<file path="src/rtl/mem_port_arbiter_pkg.sv">
// mem_port_arbiter_pkg: shared word type and port identifiers for the memory arbiter.
package mem_port_arbiter_pkg;
    typedef logic [31:0] rv32i_word;
    typedef enum logic {ARB_A = 1'b0, ARB_B = 1'b1} arb_port_t;
endpackage

</file>
<file path="src/rtl/mem_port_arbiter_if.sv">
// mem_port_arbiter_if: CPU-side ports A/B and the physical memory port seen by the arbiter.
interface mem_port_arbiter_if;
    import mem_port_arbiter_pkg::*;
    logic      read_a;
    rv32i_word address_a;
    logic      resp_a;
    rv32i_word rdata_a;
    logic      read_b;
    logic      write;
    logic [3:0] wmask;
    rv32i_word address_b;
    rv32i_word wdata;
    logic      resp_b;
    rv32i_word rdata_b;
    logic      mem_read;
    logic      mem_write;
    rv32i_word mem_address;
    rv32i_word mem_wdata;
    logic [3:0] mem_wmask;
    logic      mem_resp;
    rv32i_word mem_rdata;
    modport slave (
        input  read_a, address_a, read_b, write, wmask, address_b, wdata, mem_resp, mem_rdata,
        output resp_a, rdata_a, resp_b, rdata_b, mem_read, mem_write, mem_address, mem_wdata, mem_wmask
    );
    modport master (
        output read_a, address_a, read_b, write, wmask, address_b, wdata, mem_resp, mem_rdata,
        input  resp_a, rdata_a, resp_b, rdata_b, mem_read, mem_write, mem_address, mem_wdata, mem_wmask
    );
endinterface

</file>
<file path="src/rtl/mem_port_arbiter_arb_grant.sv">
// mem_port_arbiter_arb_grant: picks which pending port to serve.
// ARB_ROUND_ROBIN_EN alternates on conflict; otherwise port B has fixed priority.
module mem_port_arbiter_arb_grant
    import mem_port_arbiter_pkg::*;
(
    input  logic      i_pend_a,
    input  logic      i_pend_b,
    input  arb_port_t i_last,
    output logic      o_valid,
    output arb_port_t o_grant
);
    assign o_valid = i_pend_a | i_pend_b;
`ifdef ARB_ROUND_ROBIN_EN
    always_comb o_grant = arb_port_t'((i_pend_a && i_pend_b) ? (i_last == ARB_A) : i_pend_b);
`else
    logic w_unused_last;
    assign w_unused_last = i_last;
    always_comb o_grant = arb_port_t'(i_pend_b);
`endif
endmodule

</file>
<file path="src/rtl/mem_port_arbiter.sv">
// mem_port_arbiter: merges instruction port A and data port B onto one memory port, one transaction at a time.
// Define ARB_ROUND_ROBIN_EN to alternate grants on conflict; the default build gives port B fixed priority.
module mem_port_arbiter
    import mem_port_arbiter_pkg::*;
(
    input logic               clk,
    input logic               reset,
    mem_port_arbiter_if.slave bus
);
    typedef enum logic [1:0] {IDLE, SERVE, RESP} state_t;
    state_t     r_state;
    arb_port_t  r_port;
    logic       r_mem_read;
    logic       r_mem_write;
    logic       r_resp_a;
    logic       r_resp_b;
    rv32i_word  r_address;
    rv32i_word  r_wdata;
    logic [3:0] r_wmask;
    rv32i_word  r_rdata_a;
    rv32i_word  r_rdata_b;
    logic       w_valid;
    arb_port_t  w_grant;
    arb_port_t  w_last;

    mem_port_arbiter_arb_grant u_grant (
        .i_pend_a (bus.read_a),
        .i_pend_b (bus.read_b | bus.write),
        .i_last   (w_last),
        .o_valid  (w_valid),
        .o_grant  (w_grant)
    );

`ifdef ARB_ROUND_ROBIN_EN
    arb_port_t r_last;
    always_ff @(posedge clk) begin
        if (reset)
            r_last <= ARB_A;
        else if (r_state == IDLE && w_valid)
            r_last <= w_grant;
    end
    assign w_last = r_last;
`else
    assign w_last = ARB_A;
`endif

    // Memory strobes are registered and only come from latched request fields.
    always_ff @(posedge clk) begin
        if (reset) begin
            r_state     <= IDLE;
            r_port      <= ARB_A;
            r_mem_read  <= 1'b0;
            r_mem_write <= 1'b0;
            r_resp_a    <= 1'b0;
            r_resp_b    <= 1'b0;
            r_address   <= '0;
            r_wdata     <= '0;
            r_wmask     <= '0;
            r_rdata_a   <= '0;
            r_rdata_b   <= '0;
        end else begin
            case (r_state)
                IDLE: begin
                    if (w_valid) begin
                        r_state <= SERVE;
                        r_port  <= w_grant;
                        if (w_grant == ARB_B) begin
                            r_address   <= bus.address_b;
                            r_wdata     <= bus.wdata;
                            r_wmask     <= bus.wmask;
                            r_mem_write <= bus.write;
                            r_mem_read  <= ~bus.write;
                        end else begin
                            r_address   <= bus.address_a;
                            r_wdata     <= '0;
                            r_wmask     <= '0;
                            r_mem_write <= 1'b0;
                            r_mem_read  <= 1'b1;
                        end
                    end
                end
                SERVE: begin
                    if (bus.mem_resp) begin
                        r_state     <= RESP;
                        r_mem_read  <= 1'b0;
                        r_mem_write <= 1'b0;
                        r_resp_a    <= (r_port == ARB_A);
                        r_resp_b    <= (r_port == ARB_B);
                        if (r_mem_read && r_port == ARB_A)
                            r_rdata_a <= bus.mem_rdata;
                        if (r_mem_read && r_port == ARB_B)
                            r_rdata_b <= bus.mem_rdata;
                    end
                end
                RESP: begin
                    r_state  <= IDLE;
                    r_resp_a <= 1'b0;
                    r_resp_b <= 1'b0;
                end
                default: r_state <= IDLE;
            endcase
        end
    end

    assign bus.mem_read    = r_mem_read;
    assign bus.mem_write   = r_mem_write;
    assign bus.mem_address = r_address;
    assign bus.mem_wdata   = r_wdata;
    assign bus.mem_wmask   = r_wmask;
    assign bus.resp_a      = r_resp_a;
    assign bus.resp_b      = r_resp_b;
    assign bus.rdata_a     = r_rdata_a;
    assign bus.rdata_b     = r_rdata_b;
endmodule

</file>
<file path="src/flat_wrapper.sv">
// flat-port wrapper written by rule: the top's interface ports become plain ports
module mem_port_arbiter_flat import mem_port_arbiter_pkg::*;
  (clk, reset, bus_read_a, bus_address_a, bus_read_b, bus_write, bus_wmask, bus_address_b, bus_wdata, bus_mem_resp, bus_mem_rdata, bus_resp_a, bus_rdata_a, bus_resp_b, bus_rdata_b, bus_mem_read, bus_mem_write, bus_mem_address, bus_mem_wdata, bus_mem_wmask);
  mem_port_arbiter_if bus_i ();
  input logic clk;
  input logic reset;
  input wire logic [$bits(bus_i.read_a)-1:0] bus_read_a;
  input wire logic [$bits(bus_i.address_a)-1:0] bus_address_a;
  input wire logic [$bits(bus_i.read_b)-1:0] bus_read_b;
  input wire logic [$bits(bus_i.write)-1:0] bus_write;
  input wire logic [$bits(bus_i.wmask)-1:0] bus_wmask;
  input wire logic [$bits(bus_i.address_b)-1:0] bus_address_b;
  input wire logic [$bits(bus_i.wdata)-1:0] bus_wdata;
  input wire logic [$bits(bus_i.mem_resp)-1:0] bus_mem_resp;
  input wire logic [$bits(bus_i.mem_rdata)-1:0] bus_mem_rdata;
  output wire logic [$bits(bus_i.resp_a)-1:0] bus_resp_a;
  output wire logic [$bits(bus_i.rdata_a)-1:0] bus_rdata_a;
  output wire logic [$bits(bus_i.resp_b)-1:0] bus_resp_b;
  output wire logic [$bits(bus_i.rdata_b)-1:0] bus_rdata_b;
  output wire logic [$bits(bus_i.mem_read)-1:0] bus_mem_read;
  output wire logic [$bits(bus_i.mem_write)-1:0] bus_mem_write;
  output wire logic [$bits(bus_i.mem_address)-1:0] bus_mem_address;
  output wire logic [$bits(bus_i.mem_wdata)-1:0] bus_mem_wdata;
  output wire logic [$bits(bus_i.mem_wmask)-1:0] bus_mem_wmask;
  assign bus_i.read_a = bus_read_a;
  assign bus_i.address_a = bus_address_a;
  assign bus_i.read_b = bus_read_b;
  assign bus_i.write = bus_write;
  assign bus_i.wmask = bus_wmask;
  assign bus_i.address_b = bus_address_b;
  assign bus_i.wdata = bus_wdata;
  assign bus_i.mem_resp = bus_mem_resp;
  assign bus_i.mem_rdata = bus_mem_rdata;
  assign bus_resp_a = bus_i.resp_a;
  assign bus_rdata_a = bus_i.rdata_a;
  assign bus_resp_b = bus_i.resp_b;
  assign bus_rdata_b = bus_i.rdata_b;
  assign bus_mem_read = bus_i.mem_read;
  assign bus_mem_write = bus_i.mem_write;
  assign bus_mem_address = bus_i.mem_address;
  assign bus_mem_wdata = bus_i.mem_wdata;
  assign bus_mem_wmask = bus_i.mem_wmask;
  mem_port_arbiter u_core (.clk(clk), .reset(reset), .bus(bus_i));
endmodule
</file>
<file path="config.mk">
export PLATFORM = sky130hd
export DESIGN_NAME = mem_port_arbiter_flat
export DESIGN_NICKNAME = d
export VERILOG_FILES = /design/src/rtl/mem_port_arbiter_pkg.sv /design/src/rtl/mem_port_arbiter_if.sv /design/src/rtl/mem_port_arbiter_arb_grant.sv /design/src/rtl/mem_port_arbiter.sv /design/src/flat_wrapper.sv
export SDC_FILE = /design/constraint.sdc
export NUM_CORES = 1
export LEC_CHECK = 0
export CAP_MARGIN = 20
export CELL_PAD_IN_SITES_DETAIL_PLACEMENT = 1
export CELL_PAD_IN_SITES_GLOBAL_PLACEMENT = 1
export CORE_MARGIN = 2
export CORE_UTILIZATION = 30
export CTS_BUF_LIST = sky130_fd_sc_hd__clkbuf_4 sky130_fd_sc_hd__clkbuf_8 sky130_fd_sc_hd__clkbuf_16
export DETAILED_ROUTE_END_ITERATION = 10
export PLACE_DENSITY = 0.77
export SLEW_MARGIN = 30
export SYNTH_ARGS = -nofsm -noshare
export SYNTH_HDL_FRONTEND = slang
export SYNTH_SLANG_ARGS = --single-unit
</file>
<file path="constraint.sdc">
create_clock -name clk -period 1.9 [get_ports clk]
set_input_delay 0.38 -clock clk [delete_from_list [all_inputs] [get_ports clk]]
set_output_delay 0.38 -clock clk [all_outputs]
set_load 0.05 [all_outputs]
</file>
==> results.tsv, run 1 <==
stage	metric	value	unit
setup_path	timing.critical_path.buf_inv	1	
clocking	cts.clk_slew.worst_paths	0.06	ns
synthesis	synth_area_leader_cell	sky130_fd_sc_hd__dfxtp_1	
min_path	worst_hold_path.endpoint	u_core.r_state[1]$_SDFFE_PP0P_	
layout	antenna_cells	0	
global_routing	global_route.overflow_total	0	
setup_path	critical-path-max-stage-delay	0.56	ns
global_routing	grt_max_degree	60	
clocking	tritoncts	done	
die	dieHeight	142	um
setup_path	timing.critical_path.to_type	output pin	
route	post-route-drc-count	0	
synthesis	synthesis.nets	685	
min_path	min_path_cells	2	
die	floorplan.die.width	142	um
route	routed-via-count	5185	
die	floorplan.rows	50	
setup_path	worst-r2r-setup-slack	0.35	ns
synthesis	synth_top_cells_by_area	sky130_fd_sc_hd__dfxtp_1, sky130_fd_sc_hd__mux2i_1, sky130_fd_sc_hd__nand2b_1	
place	port_buffers	273	
setup_path	worst_setup_path_start_kind	flop	
clocking	ctsRootBufferMaster	sky130_fd_sc_hd__clkbuf_16	
global_routing	global_route_wire_length_before_repair	30200	um
layout	layout.nets	952	
setup_path	crit_path_top_delay_cell	sky130_fd_sc_hd__dlygate4sd2_1	
setup_path	worstPathRequired	1.52	ns
min_path	min_from	reset	
layout	area.growth.synth_to_final	59.7	%
setup_path	arrival_time_of_data_at_the_critical_path_endpoint	1.33	ns
power	p_per_cell_area	897	nW/um^2
setup_path	criticalPathCategory	flop to output pin	
outcome	status	completed	
synthesis	netlist_area	5710	um^2
synthesis	synthesized_instance_count	547	
job	drv_cap	0	
place	hpwlAfterDp	14300	um
layout	final_util	48.7	%
layout	post_route_cells_drive_above_1_share	16.6	%
power	peakVddDrop	458	uV
layout	nFillCells	2080	
route	routed_wire_length_per_instance	17.9	um
sta	rsz_0062_raised_after_global_routing	false	
clocking	numCtsBuffers	17	
sta	timing.final.crit_share	89.9	%
synthesis	synth.ff_latch_count	139	
route	drt_first_pass_iters	4	
clocking	clk_path_buf_depth	2	
setup_path	path_max_fanout	2	
die	starting_density	30.5	%
power	report.power.total	8.17	mW
global_routing	grt_antenna_before_repair	0	
clocking	cts_htree_levels	4	
sta	period_minus_slack	1.71	ns
setup_path	critPathTopFamily	buffers and inverters	
synthesis	yosysWarnings	0	
min_path	worst_hold_path_type	input pin to flop	
route	totalWireLength	19000	um
synthesis	synth-seq-area-share	48.8	%
die	die-area	20100	um^2
die	core	18700	um^2
clocking	number_of_buffers_added_to_fix_hold_violations_after_cts	0	
sta	timing.max_slew.rel_slack	64.3	%
route	antenna_violating_nets_post_route	0	
global_routing	grtUsageTotal	19.0	%
clocking	post-cts-setup-buffer-count	0	
global_routing	first_global_vias	5714	
sta	finalMaxSlewViolations	0	
die	io_pins	274	
sta	hold_viol_final	0	
power	p_leak	3.95	nW
route	routed_via_density	4.89	
setup_path	reg2reg_from	u_core.r_state[0]$_SDFFE_PP0P_	
synthesis	syn_area_per_cell	10.4	um^2
clocking	postCtsResizedCells	93	
clocking	cts.sink_count	139	
setup_path	list_of_cells_traversed_by_the_critical_path	dlygate4sd2_1	
sta	fin_skew	0.0124	ns
clocking	clk_latency	0.42	ns
synthesis	synthDistinctLibCells	30	
sta	maxClockFrequency	0.586	GHz
sta	finalSetupViolCount	0	
synthesis	synthDominantCellAreaShare	48.8	%
place	finalWeightedCongestion	0.784	
setup_path	r2r_end	u_core.bus.rdata_b[22]$_SDFFE_PP0P_	
route	drt-initial-drc-count	227	
setup_path	rr_worst_depth	5	
sta	worst_pin_slew	0.538	ns
-- cell usage in the layout (no fill, tap or decap), types with 3 or more instances in the layout --
master	count
sky130_fd_sc_hd__a21oi_1	35
sky130_fd_sc_hd__a22o_1	36
sky130_fd_sc_hd__a311oi_1	4
sky130_fd_sc_hd__a311oi_2	28
sky130_fd_sc_hd__buf_12	5
sky130_fd_sc_hd__buf_4	66
sky130_fd_sc_hd__clkbuf_16	17
sky130_fd_sc_hd__clkdlybuf4s50_1	136
sky130_fd_sc_hd__clkinvlp_4	4
sky130_fd_sc_hd__dfxtp_1	139
sky130_fd_sc_hd__dlygate4sd2_1	93
sky130_fd_sc_hd__mux2i_1	64
sky130_fd_sc_hd__nand2_1	33
sky130_fd_sc_hd__nand2b_1	97
sky130_fd_sc_hd__nand3_1	3
sky130_fd_sc_hd__nand3b_1	5
sky130_fd_sc_hd__nor2_1	3
sky130_fd_sc_hd__o21ai_0	33
-- cell families after synthesis --
logic type	share of synthesized area [%]
simple gates	15.2
compound gates	20.4
flops	48.8
mux	11.2
buf+inv	4.47
-- registers in the layout, summed over array words and instances, names as in the netlist --
name	count
u_core.bus.rdata_b	32
u_core.r_port	1
u_core.bus.mem_write	1
u_core.bus.mem_wmask	4
u_core.bus.mem_wdata	32
u_core.bus.resp_b	1
u_core.bus.mem_address	32
u_core.bus.mem_read	1
u_core.r_state	2
u_core.bus.resp_a	1
u_core.bus.rdata_a	32
-- area by class of cell --
type	count	area (um^2)	share of cell area [%]
Sequential cell	139	2780	30.5
Timing Repair Buffer	300	2770	30.4
Multi-Input combinational cell	356	2680	29.4
Clock buffer	19	447	4.90
Tap cell	234	293	3.21
Clock inverter	12	141	1.55
-- Yosys cell counts --
cell type and number:
sky130_fd_sc_hd__a2111oi_0 1, sky130_fd_sc_hd__a21bo_2 1, sky130_fd_sc_hd__a21oi_1 35, sky130_fd_sc_hd__a21oi_4 1
sky130_fd_sc_hd__a22o_1 36, sky130_fd_sc_hd__a311oi_1 4, sky130_fd_sc_hd__a311oi_2 28, sky130_fd_sc_hd__a31oi_1 1
sky130_fd_sc_hd__and2_4 1, sky130_fd_sc_hd__and3_1 1, sky130_fd_sc_hd__and3b_1 1, sky130_fd_sc_hd__buf_1 1
sky130_fd_sc_hd__buf_2 15, sky130_fd_sc_hd__buf_4 1, sky130_fd_sc_hd__buf_6 5, sky130_fd_sc_hd__clkbuf_1 30
sky130_fd_sc_hd__dfxtp_1 139, sky130_fd_sc_hd__mux2i_1 64, sky130_fd_sc_hd__nand2_1 33, sky130_fd_sc_hd__nand2b_1 97
sky130_fd_sc_hd__nand3_1 3, sky130_fd_sc_hd__nand3b_1 5, sky130_fd_sc_hd__nand4b_1 1, sky130_fd_sc_hd__nor2_1 4
sky130_fd_sc_hd__nor2_2 1, sky130_fd_sc_hd__nor4_2 1, sky130_fd_sc_hd__nor4bb_1 1, sky130_fd_sc_hd__o21ai_0 33
sky130_fd_sc_hd__o21ai_1 2, sky130_fd_sc_hd__or3_1 1
-- worst max-delay path by stage --
stage | startpoint | end | slack (ns) | cells after the start
3_3_place_gp | bus_write | u_core.bus.mem_address[1]$_SDFFE_PP0P_ | -0.17 | 5
4_1_cts | u_core.bus.mem_wdata[20]$_SDFFE_PP0P_ | bus_mem_wdata[20] | 0.16 | 1
6_report | u_core.bus.mem_wdata[20]$_SDFFE_PP0P_ | bus_mem_wdata[20] | 0.19 | 1
3_5_place_dp | bus_write | u_core.bus.mem_address[30]$_SDFFE_PP0P_ | -0.22 | 5
5_1_grt | bus_write | u_core.bus.mem_address[2]$_SDFFE_PP0P_ | 0.10 | 5
2_1_floorplan | bus_write | u_core.bus.mem_address[10]$_SDFFE_PP0P_ | 0.24 | 7
-- routing by layer --
layer	up-vias	GRT usage (%)	part of all wire (%)
li1	2475	-	-
met3	32	5.06	5.4
met1	2497	22.5	43
met4	0	7.26	2.3
met5	-	0	0
met2	181	32.9	49
-- stage by stage --
stage / setup TNS [ns] / cells / instance area [um^2] / worst slack, ns / hold WS, ns
after global routing: 0 / 1060 / 9120 / 0.105 / 0.409
after CTS: 0 / 1060 / 9120 / 0.164 / 0.366
after global placement: -9.53 / 1029 / 8640 / -0.170 / 0.458
final: 0 / 1060 / 9120 / 0.193 / 0.384
after detailed placement: -9.87 / 1029 / 8640 / -0.225 / 0.457
after floorplan: 0 / 547 / 5710 / 0.243 / 0.497
-- power by group --
| part | internal [mW] | switching, mW | leakage, nW |
|---|---|---|---|
| clock network | 1.99 | 1.32 | 0.277 |
| logic | 0.673 | 1.01 | 2.53 |
| registers | 3.08 | 0.101 | 1.14 |
No activity file was read; power rests on OpenSTA's default activity.
==> inputs of run 2 (changes only) <==
Settings changed: PLACE_DENSITY 0.77 to 0.9, REMOVE_ABC_BUFFERS set to 1.
==> run 2 against run 1 <==
Compared with the run above: sequential share of layout area rose by 0.097 points; clock power about the same; combinational power barely moved; cell count shrank 0.38%; power up 0.51%; via count increased by 0.17%; sequential cell count is the same; critical endpoint is now u_core.bus.mem_address[2]$_SDFFE_PP0P_.
==> results.tsv, run 2 (synthesized netlist as in run 1, its figures left out) <==
stage	metric	value	unit	change
outcome	status	completed		
place	dp_slack	-0.342	ns	-0.117 ns
route	met2RoutedLength	9770	um	+4.0%
die	core	18700	um^2	unchanged
die	floorplan.rows	50		unchanged
setup_path	worst-r2r-setup-slack	0.39	ns	+0.04 ns
global_routing	grt_max_degree	51		-15%
setup_path	list_of_cells_traversed_by_the_critical_path	clkdlybuf4s50_1 -> or3_1 -> and2_4 -> a311oi_1		
sta	fin_skew	0.00788	ns	-0.00449 ns
power	p_per_cell_area	904	nW/um^2	+0.83%
sta	hold_viol_final	0		unchanged
setup_path	critical-path-max-stage-delay	0.52	ns	-0.04 ns
sta	period_minus_slack	1.80	ns	+0.0895 ns
layout	top_library_cells_by_usage_in_the_layout_fill_and_taps_aside	sky130_fd_sc_hd__dfxtp_1, sky130_fd_sc_hd__clkdlybuf4s50_1, sky130_fd_sc_hd__nand2b_1		
global_routing	grtUsageTotal	19.3	%	+0.33 points
sta	timing.max_slew.rel_slack	63.2	%	-1.1 points
die	dieHeight	142	um	unchanged
route	antenna_violating_nets_post_route	0		unchanged
sta	rsz_0062_raised_after_global_routing	false		
setup_path	timing.critical_path.from	bus_write		
power	report.power.total	8.22	mW	+0.51%
setup_path	timing.critical_path.buf_inv	1		unchanged
route	routed_via_density	4.92		+0.55%
sta	finalMaxSlewViolations	0		unchanged
setup_path	arrival_time_of_data_at_the_critical_path_endpoint	2.11	ns	+0.78 ns
place	hpwlAfterDp	14100	um	-0.82%
layout	post_route_cells_drive_above_1_share	18.4	%	+1.8 points
setup_path	criticalPathCategory	input pin to flop		
sta	maxClockFrequency	0.557	GHz	-5.0%
route	maxUsedRoutingLayer	met4		
layout	most_common_library_cell_in_the_layout_ignoring_fill_and_taps	sky130_fd_sc_hd__dfxtp_1		
job	drv_cap	0		unchanged
power	peakVddDrop	568	uV	+24%
layout	stdcell_count	1056		-0.38%
layout	layout.nets	947		-0.53%
sta	timing.final.crit_share	94.6	%	+4.7 points
route	drt_first_pass_iters	4		unchanged
setup_path	worstPathRequired	2.21	ns	+0.69 ns
die	io_pins	274		unchanged
die	starting_density	30.5	%	unchanged
setup_path	reg2reg_from	u_core.r_state[0]$_SDFFE_PP0P_		
min_path	worst_hold_path_type	flop to flop		
global_routing	global_route_wire_length_before_repair	30200	um	+0.12%
global_routing	first_global_vias	5478		-4.1%
route	routed-via-count	5194		+0.17%
global_routing	grt_antenna_before_repair	0		unchanged
route	wl_met3	1230	um	+19%
clocking	cts.sink_count	139		unchanged
min_path	min_path_cells	1		-1
die	die-area	20100	um^2	unchanged
clocking	cts.clk_slew.worst_paths	0.06	ns	about the same
route	totalWireLength	19400	um	+2.0%
route	drt-initial-drc-count	173		-24%
clocking	cts_htree_levels	4		unchanged
clocking	numCtsBuffers	17		unchanged
setup_path	path_max_fanout	34		+32
place	dpl.cell_count	1024		-0.49%
layout	final_util	48.6	%	-0.15 points
layout	area.growth.synth_to_final	59.2	%	
setup_path	rr_worst_depth	4		-1
setup_path	critPathTopFamily	simple AND/OR/NAND/NOR gates		
route	post-route-drc-count	0		unchanged
die	floorplan.die.width	142	um	unchanged
sta	timing.final.ws_setup	0.103	ns	-0.0895 ns
power	p_leak	3.90	nW	-1.2%
clocking	tritoncts	done		
place	port_buffers	273		unchanged
layout	final_area	9090	um^2	-0.32%
clocking	clk_latency	0.42	ns	about the same
setup_path	worst_setup_path_start_kind	input pin		
sta	finalSetupViolCount	0		unchanged
sta	finalHoldWorstSlack	0.473	ns	+0.0887 ns
place	finalWeightedCongestion	0.776		-1.1%
layout	antenna_cells	0		unchanged
setup_path	timing.critical_path.to_type	flop		
global_routing	global_route.overflow_total	0		unchanged
setup_path	path_depth	4		+3
setup_path	crit_path_top_delay_cell	sky130_fd_sc_hd__or3_1		
sta	worst_pin_slew	0.553	ns	+0.0144 ns
route	routed_wire_length_per_instance	18.4	um	+2.3%
clocking	post-cts-setup-buffer-count	0		unchanged
sta	totalNegativeSetupSlack	0	ns	unchanged
clocking	clk_path_buf_depth	2		unchanged
route	route.layer.met1.wl	8070	um	-0.86%
min_path	min_from	u_core.bus.mem_wdata[4]$_SDFFE_PP0P_		
place	postPlaceCellArea	8590	um^2	-0.61%
clocking	ctsRootBufferMaster	sky130_fd_sc_hd__clkbuf_16		
[run 2: changes by cell type in the layout (fill, tap and decap cells not counted), sizes merged]
cell         before  now
buf              71   84
clkbuf           19   17
dlygate4sd2      93   75
inv               3    6
[run 2: cell type report]
type | instances | area (um^2)
timing repair buffer | 295 | 2740
multi-input combinational | 356 | 2690
clock inverter | 15 | 164
sequential | 139 | 2780
clock buffer | 17 | 425
fill | 2083 | 9620
tap | 234 | 293
[run 2: what timing repair did]
| action | 4_1_cts | 5_1_grt |
|---|---|---|
| hold buffers | 0 | 0 |
| resized for setup | 75 | 0 |
| endpoints found under the setup margin | 75 | 0 |
[run 2: final timing paths]
check	end
hold reg to reg	u_core.bus.mem_wdata[4]$_SDFFE_PP0P_
setup / recovery	u_core.bus.mem_address[2]$_SDFFE_PP0P_
hold / removal	u_core.bus.mem_wdata[4]$_SDFFE_PP0P_
setup reg to reg	u_core.bus.rdata_b[28]$_SDFFE_PP0P_
[run 2: worst register-to-register path, stage by stage, from the launching register on]
cell,delay [ns]
sky130_fd_sc_hd__dfxtp_1,0.49
sky130_fd_sc_hd__and3b_1,0.22
sky130_fd_sc_hd__and3_2,0.25
sky130_fd_sc_hd__buf_12,0.22
sky130_fd_sc_hd__mux2i_1,0.25
[run 2: layer usage]
metal  vias up  GRT usage, %
met5         -             0
met4         0          6.68
met3        18          5.16
met2       194          34.0
met1      2512          22.8
li1       2470             -
[run 2: report_power, final]
| part | switching, mW | total, mW | leakage (nW) | internal (mW) |
|---|---|---|---|---|
| Sequential | 0.101 | 3.18 | 1.14 | 3.08 |
| Clock | 1.37 | 3.33 | 0.279 | 1.96 |
| Combinational | 1.02 | 1.71 | 2.48 | 0.682 |
